**config.mk**
```make
export PLATFORM = sky130hd
export DESIGN_NAME = piano_voice
export DESIGN_NICKNAME = d
export VERILOG_FILES = /design/src/rtl/piano_voice.sv
export SDC_FILE = /design/constraint.sdc
export NUM_CORES = 1
export LEC_CHECK = 0
export CORE_MARGIN = 2
export CORE_UTILIZATION = 59
export DETAILED_ROUTE_END_ITERATION = 6
export PLACE_DENSITY = 0.78
export SLEW_MARGIN = 20
export SYNTH_ARGS = -nofsm -noshare
export SYNTH_HDL_FRONTEND = slang
export SYNTH_SLANG_ARGS = --single-unit
export TNS_END_PERCENT = 5
```
**constraint.sdc**
```tcl
create_clock -name CLK -period 4.6 [get_ports CLK]
set_input_delay 0.69 -clock CLK [delete_from_list [all_inputs] [get_ports CLK]]
set_output_delay 0.69 -clock CLK [all_outputs]
set_load 0.1 [all_outputs]
```
**src/rtl/piano_voice.sv**
```systemverilog
// piano_voice: single-voice square-wave tone generator; the lowest-index pressed key sets the pitch.
// Release sustain stage is compiled in with `define PIANO_SUSTAIN_EN (default build: no sustain).
module piano_voice #(
    parameter int unsigned                NUM_KEYS       = 8,
    parameter int unsigned                DIV_W          = 20,
    parameter logic [NUM_KEYS*DIV_W-1:0]  HALF_PERIODS   = {20'd95556,  20'd101239, 20'd113636, 20'd127551,
                                                            20'd143173, 20'd151686, 20'd170262, 20'd191113},
    parameter int unsigned                SUSTAIN_CYCLES = 25_000_000,
    parameter int unsigned                SUS_W          = 25
) (
    input  logic                        CLK,
    input  logic                        RESET,
    input  logic [NUM_KEYS-1:0]         KEYS,
    input  logic [1:0]                  OCTAVE,
    output logic                        FREQ,
    output logic                        ACTIVE,
    output logic [$clog2(NUM_KEYS)-1:0] NOTE
);
    localparam int unsigned NOTE_W = $clog2(NUM_KEYS);

    if (NUM_KEYS < 2 || DIV_W < 1 || SUS_W < 1 || SUS_W > 32 || SUSTAIN_CYCLES < 1 ||
        64'(SUSTAIN_CYCLES) > (64'd1 << SUS_W)) begin : g_bad_cfg
        $error("piano_voice: invalid parameter set");
    end

    typedef enum logic [1:0] {
        IDLE    = 2'd0,
        PLAY    = 2'd1,
        SUSTAIN = 2'd2
    } state_e;

    state_e              state_q;
    logic [NUM_KEYS-1:0] sync1_q;
    logic [NUM_KEYS-1:0] sync2_q;
    logic [DIV_W-1:0]    cur_h_q;
    logic [DIV_W-1:0]    cnt_q;
    logic                freq_q;
    logic                active_q;
    logic [NOTE_W-1:0]   note_q;
`ifdef PIANO_SUSTAIN_EN
    logic [SUS_W-1:0]    sus_q;
`endif

    logic                any_c;
    logic [NOTE_W-1:0]   sel_c;
    logic [DIV_W-1:0]    base_h_c;
    logic [DIV_W-1:0]    shift_h_c;
    logic [DIV_W-1:0]    eff_h_c;
    logic                toggle_c;
    logic [DIV_W-1:0]    cnt_step_c;

    // Key levels are asynchronous: two-flop synchroniser.
    always_ff @(posedge CLK or posedge RESET) begin
        if (RESET) begin
            sync1_q <= '0;
            sync2_q <= '0;
        end else begin
            sync1_q <= KEYS;
            sync2_q <= sync1_q;
        end
    end

    // Lowest-index pressed key wins; scan downwards so the last hit is the lowest.
    always_comb begin
        sel_c    = '0;
        base_h_c = HALF_PERIODS[DIV_W-1:0];
        for (int i = int'(NUM_KEYS) - 1; i >= 0; i--) begin
            if (sync2_q[i]) begin
                sel_c    = NOTE_W'(i);
                base_h_c = HALF_PERIODS[i*DIV_W +: DIV_W];
            end
        end
    end

    assign any_c      = |sync2_q;
    assign shift_h_c  = base_h_c >> OCTAVE;
    assign eff_h_c    = (shift_h_c == '0) ? DIV_W'(1) : shift_h_c;
    assign toggle_c   = (cnt_q == cur_h_q - DIV_W'(1));
    assign cnt_step_c = toggle_c ? '0 : cnt_q + DIV_W'(1);

    // Voice FSM; pitch reloads only at a FREQ toggle so half periods are never cut short.
    always_ff @(posedge CLK or posedge RESET) begin
        if (RESET) begin
            state_q  <= IDLE;
            freq_q   <= 1'b0;
            active_q <= 1'b0;
            note_q   <= '0;
            cnt_q    <= '0;
            cur_h_q  <= '0;
`ifdef PIANO_SUSTAIN_EN
            sus_q    <= '0;
`endif
        end else begin
            case (state_q)
                IDLE: begin
                    freq_q <= 1'b0;
                    cnt_q  <= '0;
                    if (any_c) begin
                        state_q  <= PLAY;
                        active_q <= 1'b1;
                        cur_h_q  <= eff_h_c;
                        note_q   <= sel_c;
                    end
                end
                PLAY: begin
`ifdef PIANO_SUSTAIN_EN
                    cnt_q <= cnt_step_c;
                    if (toggle_c) begin
                        freq_q <= ~freq_q;
                        if (any_c) begin
                            cur_h_q <= eff_h_c;
                            note_q  <= sel_c;
                        end
                    end
                    if (!any_c) begin
                        state_q <= SUSTAIN;
                        sus_q   <= '0;
                    end
`else
                    if (!any_c) begin
                        state_q  <= IDLE;
                        active_q <= 1'b0;
                        freq_q   <= 1'b0;
                        cnt_q    <= '0;
                    end else begin
                        cnt_q <= cnt_step_c;
                        if (toggle_c) begin
                            freq_q  <= ~freq_q;
                            cur_h_q <= eff_h_c;
                            note_q  <= sel_c;
                        end
                    end
`endif
                end
`ifdef PIANO_SUSTAIN_EN
                SUSTAIN: begin
                    if (!any_c && sus_q == SUS_W'(SUSTAIN_CYCLES - 1)) begin
                        state_q  <= IDLE;
                        active_q <= 1'b0;
                        freq_q   <= 1'b0;
                        cnt_q    <= '0;
                    end else begin
                        cnt_q <= cnt_step_c;
                        sus_q <= sus_q + SUS_W'(1);
                        if (toggle_c) begin
                            freq_q <= ~freq_q;
                        end
                        if (any_c) begin
                            state_q <= PLAY;
                        end
                    end
                end
`endif
                default: begin
                    state_q  <= IDLE;
                    active_q <= 1'b0;
                    freq_q   <= 1'b0;
                    cnt_q    <= '0;
                end
            endcase
        end
    end

    assign FREQ   = freq_q;
    assign ACTIVE = active_q;
    assign NOTE   = note_q;

endmodule

```
=== Yosys cells after proc, flatten, opt, wreduce, memory -nomap -nowiden ===
Cells that the tools add are included.

* Logic and storage cells: 62
* Register bits after elaboration: 63
* Memory bits (read-only): 0
* RAM bits: 0
* Memories: 0
* Bits in latches: 0

* $add $sub $neg: 2
* Multiplexer cells: 37
* $mul: 0
* Div/mod/pow operators: 0
* Shift-type cells: 1
* Reduce and logical (&&, ||, !) cells: 6
* Order comparisons: 0
* Eq/ne operators: 7
* Bitwise gates (word level): 1

{| class="wikitable"
|+ Operators with widths
! cell !! count
|-
| 20-bit two-way mux || 14
|-
| 20-bit one-hot mux with 2 select lines || 1
|-
| 3-bit two-way mux || 11
|-
| 20-bit by 1-bit adder with 20-bit output (second input constant) || 1
|-
| 20-bit equality test || 1
|-
| 20-bit logical NOT || 1
|-
| 20-bit by 2-bit >> shifter with 20-bit output || 1
|-
| 20-bit by 1-bit subtractor with 20-bit output (second input constant) || 1
|-
| 18-bit two-way mux || 1
|-
| 2-bit inequality test (second input constant) || 4
|-
| 8-bit OR reduction || 1
|-
| 3-bit one-hot mux with 2 select lines || 1
|-
| 1-bit two-way mux || 5
|-
| 2-bit two-way mux || 2
|-
| 2-bit one-hot mux with 2 select lines || 1
|-
| 4-bit AND reduction || 1
|-
| 3-bit inequality test (second input constant) || 1
|-
| 2-bit by 1-bit equality test with 1-bit output (second input constant) || 1
|-
| 2-bit logical NOT || 1
|-
| 1-bit one-hot mux with 2 select lines || 1
|-
| 2-bit AND reduction || 1
|-
| 2-bit nonzero test || 1
|-
| 1-bit inverter || 1
|}

=== Longest topological paths before layout ===
Gate-level depths: netlist of run 1.

* Depth after elaboration: 14
* Mapped depth: 10

=== Least setup slack after synthesis of run 1 ===
OpenSTA, ideal clock, no wires.

* Path kind: flip-flop to flip-flop
* From: register cur_h_q[0]
* To: register cur_h_q[10]
* Library setup time: 125 ps
* Stages on the path, launching flop included: 11
* Arrival time: 2525 ps
* Setup slack: 1950 ps
* Buffers on the path: 1
* Path through: dfrtp_1 > inv_1 > ha_1 > nor4b_4 > nand2_1 > or4_1 > nand3_1 > nor4_2 > a31oi_2 > buf_6 > mux2_4

* Cells in the longest elaborated chain, start to end: 4

{| class="wikitable"
|+ RTL lines
! item !! RTL line !! text
|-
| start, declared || 35 || <nowiki>logic [DIV_W-1:0] cur_h_q;</nowiki>
|-
| start signal, assigned || 101 || <nowiki>cur_h_q <= eff_h_c;</nowiki>
|-
| start signal, assigned || 129 || <nowiki>cur_h_q <= eff_h_c;</nowiki>
|-
| 20-bit by 1-bit subtractor with 20-bit output || 78 || <nowiki>assign toggle_c = (cnt_q == cur_h_q - DIV_W'(1));</nowiki>
|-
| 20-bit equality test || 78 ||
|-
| 2-bit inequality test (no source line) || -- ||
|-
| 4-bit AND reduction (no source line) || -- ||
|}

No other way between the ends.
A chain may end at the register's enable or synchronous reset.

=== Final worst setup path of run 1 ===
* From: register cur_h_q[0]
* To: register cur_h_q[17]

The elaborated chain is that of the path after synthesis.

==> results of run 1 <==
## layout make-up
| class | instances | area, um2 |
|---|---|---|
| clock buffer | 13 | 169 |
| fill | 533 | 2110 |
| inverter | 16 | 60.1 |
| timing repair buffer | 18 | 175 |
| tap | 77 | 96.3 |
| clock inverter | 2 | 10.0 |
| multi-input combinational | 324 | 2220 |
| sequential | 59 | 1480 |
## routing by layer
layer / GRT usage / up-vias / part of all wire
li1: - / 1518 / -
met1: 0.317 / 1502 / 0.43
met2: 0.436 / 102 / 0.50
met3: 0.0511 / 21 / 0.046
met4: 0.0981 / 0 / 0.026
met5: 0 / - / 0
## final timing paths
check	start	end	cells after the start
max in group asynchronous	RESET	sync1_q[5]$_DFF_PP0_	3
worst max-delay path	cur_h_q[0]$_DFFE_PP0P_	cur_h_q[17]$_DFFE_PP0P_	9
worst max register to register	cur_h_q[0]$_DFFE_PP0P_	cur_h_q[17]$_DFFE_PP0P_	9
min in group asynchronous	RESET	sync1_q[7]$_DFF_PP0_	2
worst min register to register	sync1_q[5]$_DFF_PP0_	sync2_q[5]$_DFF_PP0_	0
worst min-delay path	sync1_q[5]$_DFF_PP0_	sync2_q[5]$_DFF_PP0_	0
## sequential cells by signal, summed over array words and instances, names as in the netlist
register / cells
ACTIVE: 1
FREQ: 1
sync2_q: 8
cur_h_q: 18
NOTE: 3
sync1_q: 8
cnt_q: 20
## cells in the final DEF, fill, tap and decap left out, types with 13 or more instances in the layout
cell / instances
nand2_1: 25
nor3_1: 16
mux2_4: 17
inv_1: 15
clkdlybuf4s50_1: 16
nor2_1: 58
xnor2_1: 13
xor2_1: 24
nand3_1: 15
dfrtp_1: 59
o21ai_0: 26
a21oi_1: 17
## stage by stage
step	instance area, um2	total power, W	hold slack, ns
2_1_floorplan	3840	0.00155	0.331
3_3_place_gp	4020	0.00171	0.332
3_5_place_dp	4020	0.00174	0.336
4_1_cts	4200	0.00220	0.342
5_1_grt	4200	0.00232	0.354
6_report	4200	0.00219	0.342
## cells by family (layout without fill, tap and decap cells)
kind of cell	Yosys count	in the layout	synth area share
xor+xnor	37	37	0.0844
simple gates	170	170	0.235
mux	28	28	0.0971
buf+inv	35	49	0.0407
flops	59	59	0.384
fa+ha+maj	4	4	0.0130
compound gates	85	85	0.146
## power groups by stage
stage,sequential [W],clock [W],combinational (W)
detailed placement,0.000824,0,0.000916
global placement,0.000819,0,0.000890
CTS,0.000817,0.000455,0.000924
finish,0.000820,0.000445,0.000928
global route,0.000841,0.000472,0.00101
floorplan,0.000859,0,0.000692
==> results.json, run 1 <==
{
  "firstDrtPassIters": 4,
  "p_sw_frac": 0.419,
  "synthFlopType": "dfrtp_1",
  "finalNonFillerCells": 509,
  "synthesis.nets": 434,
  "cts_sinks": 59,
  "num_antenna_cells": 0,
  "crit_type": "reg2reg",
  "setup_tns_ns": 0,
  "final_layout_size_suffix_gt1_frac": 0.125,
  "dr_total_vias": 3143,
  "synth_edf_count": 0,
  "antenna_found_initial": 0,
  "power.internal_w": 0.00127,
  "ys_ff_latch": 59,
  "synth_top_cell_area_share": 0.384,
  "drc": 0,
  "grt_max_degree": 52,
  "grt_usage": 0.255,
  "yosysSeqAreaShare": 0.384,
  "ant_nets": 0,
  "status": "complete, no violations",
  "cp_slowest_stage_delay_ns": 0.79,
  "reg2reg_slack_ns": 1.28,
  "ioPinCount": 17,
  "start_util": 0.608,
  "cp-start-kind": "register",
  "end_kind": "register",
  "required_ns": 4.82,
  "post-synth-top-area-cell": "dfrtp_1",
  "numCtsBuffers": 9,
  "ys_types": 63,
  "combPwrFrac": 0.423,
  "final.period_utilization": 0.722,
  "p_seq_frac": 0.374,
  "crit_chain": "inv_1 -> ha_1 -> nor4b_4 -> nand2_1 -> or4_1 -> nand3_1 -> nor4_2 -> a31oi_4 -> mux2_2",
  "finalSetupViolations": 0,
  "async_reset_ff_frac": 1.00,
  "fin_util": 0.666,
  "rsz0062_at_grt": "no",
  "fp.dieArea_um2": 7170,
  "totalWireLength_um": 8590,
  "p_leak_nw": 1.77,
  "cp.buffers_inverters": 1,
  "critPathMaxFanout": 21,
  "cp.arrival_ns": 3.54,
  "cts-root-buf": "clkbuf_8",
  "die_h_um": 84.7,
  "path_clk_slew_ns": 0.07,
  "fin_nets": 444,
  "gp_congestion": 0.907,
  "dp.cells": 494,
  "clk-insertion-delay-late_ns": 0.34,
  "switching_power_w": 0.000918,
  "synth_warnings": 0,
  "grt.overflow.total": 0,
  "slew_violations": 0,
  "ys_top_cells_by_count": "dfrtp_1 (59), nor2_1 (58), o21ai_0 (26)",
  "synth.cell_area_um2": 3840,
  "grt_pass1_wl_um": 14600,
  "postCtsHoldBufs": 0,
  "drt_iter0_markers": 156,
  "grt_pass1_vias": 3094,
  "routed_via_density": 6.17,
  "cts_resized": 0,
  "synth_area_leaders": "dfrtp_1 (38%), mux2_4 (6.6%), nor2_1 (5.7%)",
  "critical_path.slowest_cell": "a31oi_4",
  "area_growth_pct": 9.45,
  "maxSlewHeadroom": 0.346,
  "clock_path_buffers": 2,
  "post_cts_buffers": 0,
  "hold_class": "reg2reg",
  "peakVddDrop_uv": 311,
  "setup_slack_ns": 1.28,
  "synthCells": 418,
  "power.density_nw_per_um2": 522,
  "clkPwrFrac": 0.203,
  "tightest_slew_ns": 0.977,
  "row_count": 29,
  "finalCriticalPeriod_ns": 3.32,
  "dp_slack_ns": 1.30,
  "htreeDepth": 3,
  "die_x_um": 84.7,
  "yosysMostFrequentCell": "dfrtp_1",
  "post_synth.cell_area_avg_um2": 9.19,
  "fmax_mhz": 301,
  "critPathTopFamily": "simple AND/OR/NAND/NOR gates",
  "port_buffers": 16,
  "maxCapViolations": 0,
  "hpwl_um": 6260,
  "fin_skew_ns": 0.00734,
  "coreArea_um2": 6310,
  "finalHoldViolCount": 0,
  "cts_tree": "built",
  "wl_per_cell_um": 16.9
}
Note: power is estimated with default switching activity, not from simulation.
==> inputs of run 2 (changes only) <==
--- a/config.mk
+++ b/config.mk
@@ -6,9 +6,9 @@
 export NUM_CORES = 1
 export LEC_CHECK = 0
 export CORE_MARGIN = 2
-export CORE_UTILIZATION = 59
+export CORE_UTILIZATION = 55
 export DETAILED_ROUTE_END_ITERATION = 6
-export PLACE_DENSITY = 0.78
+export PLACE_DENSITY = 0.76
 export SLEW_MARGIN = 20
 export SYNTH_ARGS = -nofsm -noshare
 export SYNTH_HDL_FRONTEND = slang
==> constraint.sdc (replaced) <==
create_clock -name CLK -period 2.9 [get_ports CLK]
set_input_delay 0.435 -clock CLK [delete_from_list [all_inputs] [get_ports CLK]]
set_output_delay 0.435 -clock CLK [all_outputs]
set_load 0.1 [all_outputs]
==> run 2 against run 1 <==
  * Sequential share of layout area decreased by 2.4 points
  * Register-to-register slack worse by 1.2 ns
  * Flip-flop and latch count unchanged
  * Power grew 77%
  * Global-route usage shrank 0.88 points
  * Clock skew is 0.0057 ns higher
  * Setup slack got worse by 1.2 ns
  * Count of clock-buffer cells in the layout is 4 lower
  * Non-clock buffer count up 18
  * Die area grew 6.9%
  * Cell count up 4.3%
  * Critical path type unchanged
  * Largest cell class unchanged
  * Largest power group unchanged
  * Highest routed layer unchanged
==> results.json, run 2 (synthesized netlist as in run 1, its figures left out) <==
{
  "top_layer_used": "met4",
  "wl_per_cell_um": 17.5,
  "drc": 0,
  "met1_length_um": 4060,
  "cp.arrival_ns": 3.08,
  "htreeDepth": 3,
  "cts-root-buf": "clkbuf_8",
  "die_x_um": 87.6,
  "numCtsBuffers": 9,
  "peakVddDrop_uv": 456,
  "dp_slack_ns": 0.0109,
  "grt_max_degree": 60,
  "path_clk_slew_ns": 0.07,
  "switching_power_w": 0.00163,
  "slew_violations": 0,
  "end_kind": "register",
  "postCtsHoldBufs": 0,
  "ant_nets": 0,
  "rsz0062_at_grt": "yes",
  "p_sw_frac": 0.420,
  "dp.cells": 509,
  "hpwl_um": 6410,
  "fin_nets": 462,
  "finalSetupViolations": 0,
  "power.density_nw_per_um2": 861,
  "finalHoldViolCount": 0,
  "maxSlewHeadroom": 0.594,
  "critPathMostFrequentCell": "nor4_4",
  "clk-insertion-delay-late_ns": 0.36,
  "p_leak_nw": 1.92,
  "critical_path.slowest_cell": "dfrtp_1",
  "clkPwrFrac": 0.206,
  "port_buffers": 16,
  "route.met3.wl_um": 506,
  "cts_sinks": 59,
  "combPwrFrac": 0.459,
  "setup_slack_ns": 0.0531,
  "cp-start-kind": "register",
  "registers.top_by_ff_count": "cnt_q",
  "tightest_slew_ns": 0.601,
  "crit_chain": "nor4_4 -> nand3b_1 -> nor4_2 -> o21ai_1 -> nor4_4 -> a31oi_4 -> buf_12 -> clkbuf_16 -> mux2_4",
  "dr_total_vias": 3255,
  "critPathMaxFanout": 6,
  "status": "complete, no violations",
  "fin_skew_ns": 0.0130,
  "cp_slowest_stage_delay_ns": 0.47,
  "required_ns": 3.14,
  "fp.dieArea_um2": 7670,
  "cts_tree": "built",
  "mostFrequentLayoutCells": "dfrtp_1 (59), nor2_1 (58), o21ai_0 (26), nand2_1 (24), xor2_1 (24)",
  "gp_congestion": 0.962,
  "drt_iter0_markers": 301,
  "row_count": 30,
  "grt_pass1_wl_um": 14300,
  "firstDrtPassIters": 5,
  "totalWireLength_um": 9300,
  "antenna_found_initial": 0,
  "finalCriticalPeriod_ns": 2.85,
  "setup_tns_ns": 0,
  "routed_via_density": 6.13,
  "crit_type": "reg2reg",
  "finalNonFillerCells": 531,
  "grt.overflow.total": 0,
  "start_util": 0.568,
  "dr_wl_met2_um": 4540,
  "grt_usage": 0.246,
  "layout_commonest_cell": "dfrtp_1",
  "num_antenna_cells": 0,
  "die_h_um": 87.6,
  "final_layout_size_suffix_gt1_frac": 0.197,
  "coreArea_um2": 6760,
  "clock_path_buffers": 2,
  "grt_pass1_vias": 2919,
  "fmax_mhz": 351,
  "maxCapViolations": 0,
  "largest_reg_flops": 20,
  "reg_top3": "cnt_q: 20 flops, cur_h_q: 18 flops",
  "p_seq_frac": 0.336,
  "power.internal_w": 0.00225,
  "ioPinCount": 17,
  "final.period_utilization": 0.982,
  "area_growth_pct": 17.4,
  "hold_class": "reg2reg"
}
==> run 2: cell count changes in the layout (fill, tap and decap cells not counted), moves of 3 or more <==
cell / delta
buf_12: +3
buf_4: +17
clkbuf_8: -3
clkdlybuf4s50_1: -5
inv_6: +3
==> run 2: cell type report <==
type	instances	area, um2
inverter	16	60.1
fill	537	2250
sequential	59	1480
tap	80	100
timing repair buffer	36	374
clock inverter	7	83.8
multi-input combinational	324	2290
clock buffer	9	124
==> run 2: final timing paths <==
| kind | slack (ns) | end | startpoint | depth (start not counted) |
|---|---|---|---|---|
| min reg2reg | 0.35 | sync2_q[6]$_DFF_PP0_ | sync1_q[6]$_DFF_PP0_ | 0 |
| max | 0.05 | cur_h_q[11]$_DFFE_PP0P_ | cur_h_q[9]$_DFFE_PP0P_ | 9 |
| max in group asynchronous | 2.18 | sync2_q[4]$_DFF_PP0_ | RESET | 3 |
| max reg2reg | 0.05 | cur_h_q[11]$_DFFE_PP0P_ | cur_h_q[9]$_DFFE_PP0P_ | 9 |
| min | 0.35 | sync2_q[6]$_DFF_PP0_ | sync1_q[6]$_DFF_PP0_ | 0 |
| min in group asynchronous | 0.44 | sync1_q[7]$_DFF_PP0_ | RESET | 3 |
==> run 2: critical path: cells and delay by family, from the launching register on <==
family	cells	cell delay, ns
AOI/OAI and AO/OA	2	0.29
buffers and inverters	2	0.33
DFF	1	0.47
muxes	1	0.29
and+or+nand+nor	4	1.36
==> run 2: layer usage <==
metal | track usage | vias up
met4 | 0.101 | 0
met1 | 0.331 | 1560
met5 | 0 | -
met2 | 0.388 | 118
li1 | - | 1558
met3 | 0.0518 | 19
==> run 2: repair_timing <==
item | 4_1_cts | 5_1_grt
gates resized for setup | 1 | 12
pin swaps | 0 | 2
setup endpoints to repair | 17 | 38
endpoints found under the hold margin | 0 | 0
cloned | 0 | 3
buffers inserted | 0 | 3
==> run 2: stage by stage <==
| stage | instance area (um2) | total power (W) | util | hold WS [ns] |
|---|---|---|---|---|
| 2_1_floorplan | 3840 | 0.00246 | - | 0.331 |
| 3_3_place_gp | 4130 | 0.00278 | 0.611 | 0.332 |
| 3_5_place_dp | 4130 | 0.00283 | 0.611 | 0.336 |
| 4_1_cts | 4340 | 0.00364 | 0.642 | 0.353 |
| 5_1_grt | 4510 | 0.00409 | 0.667 | 0.356 |
| 6_report | 4510 | 0.00388 | 0.667 | 0.350 |
==> run 2: power by group through the flow <==
stage | logic (W) | clock network (W) | registers [W]
after global placement | 0.00149 | 0 | 0.00129
final | 0.00178 | 0.000799 | 0.00130
after detailed placement | 0.00153 | 0 | 0.00130
after floorplan | 0.00110 | 0 | 0.00136
after CTS | 0.00153 | 0.000815 | 0.00129
after global routing | 0.00191 | 0.000850 | 0.00133
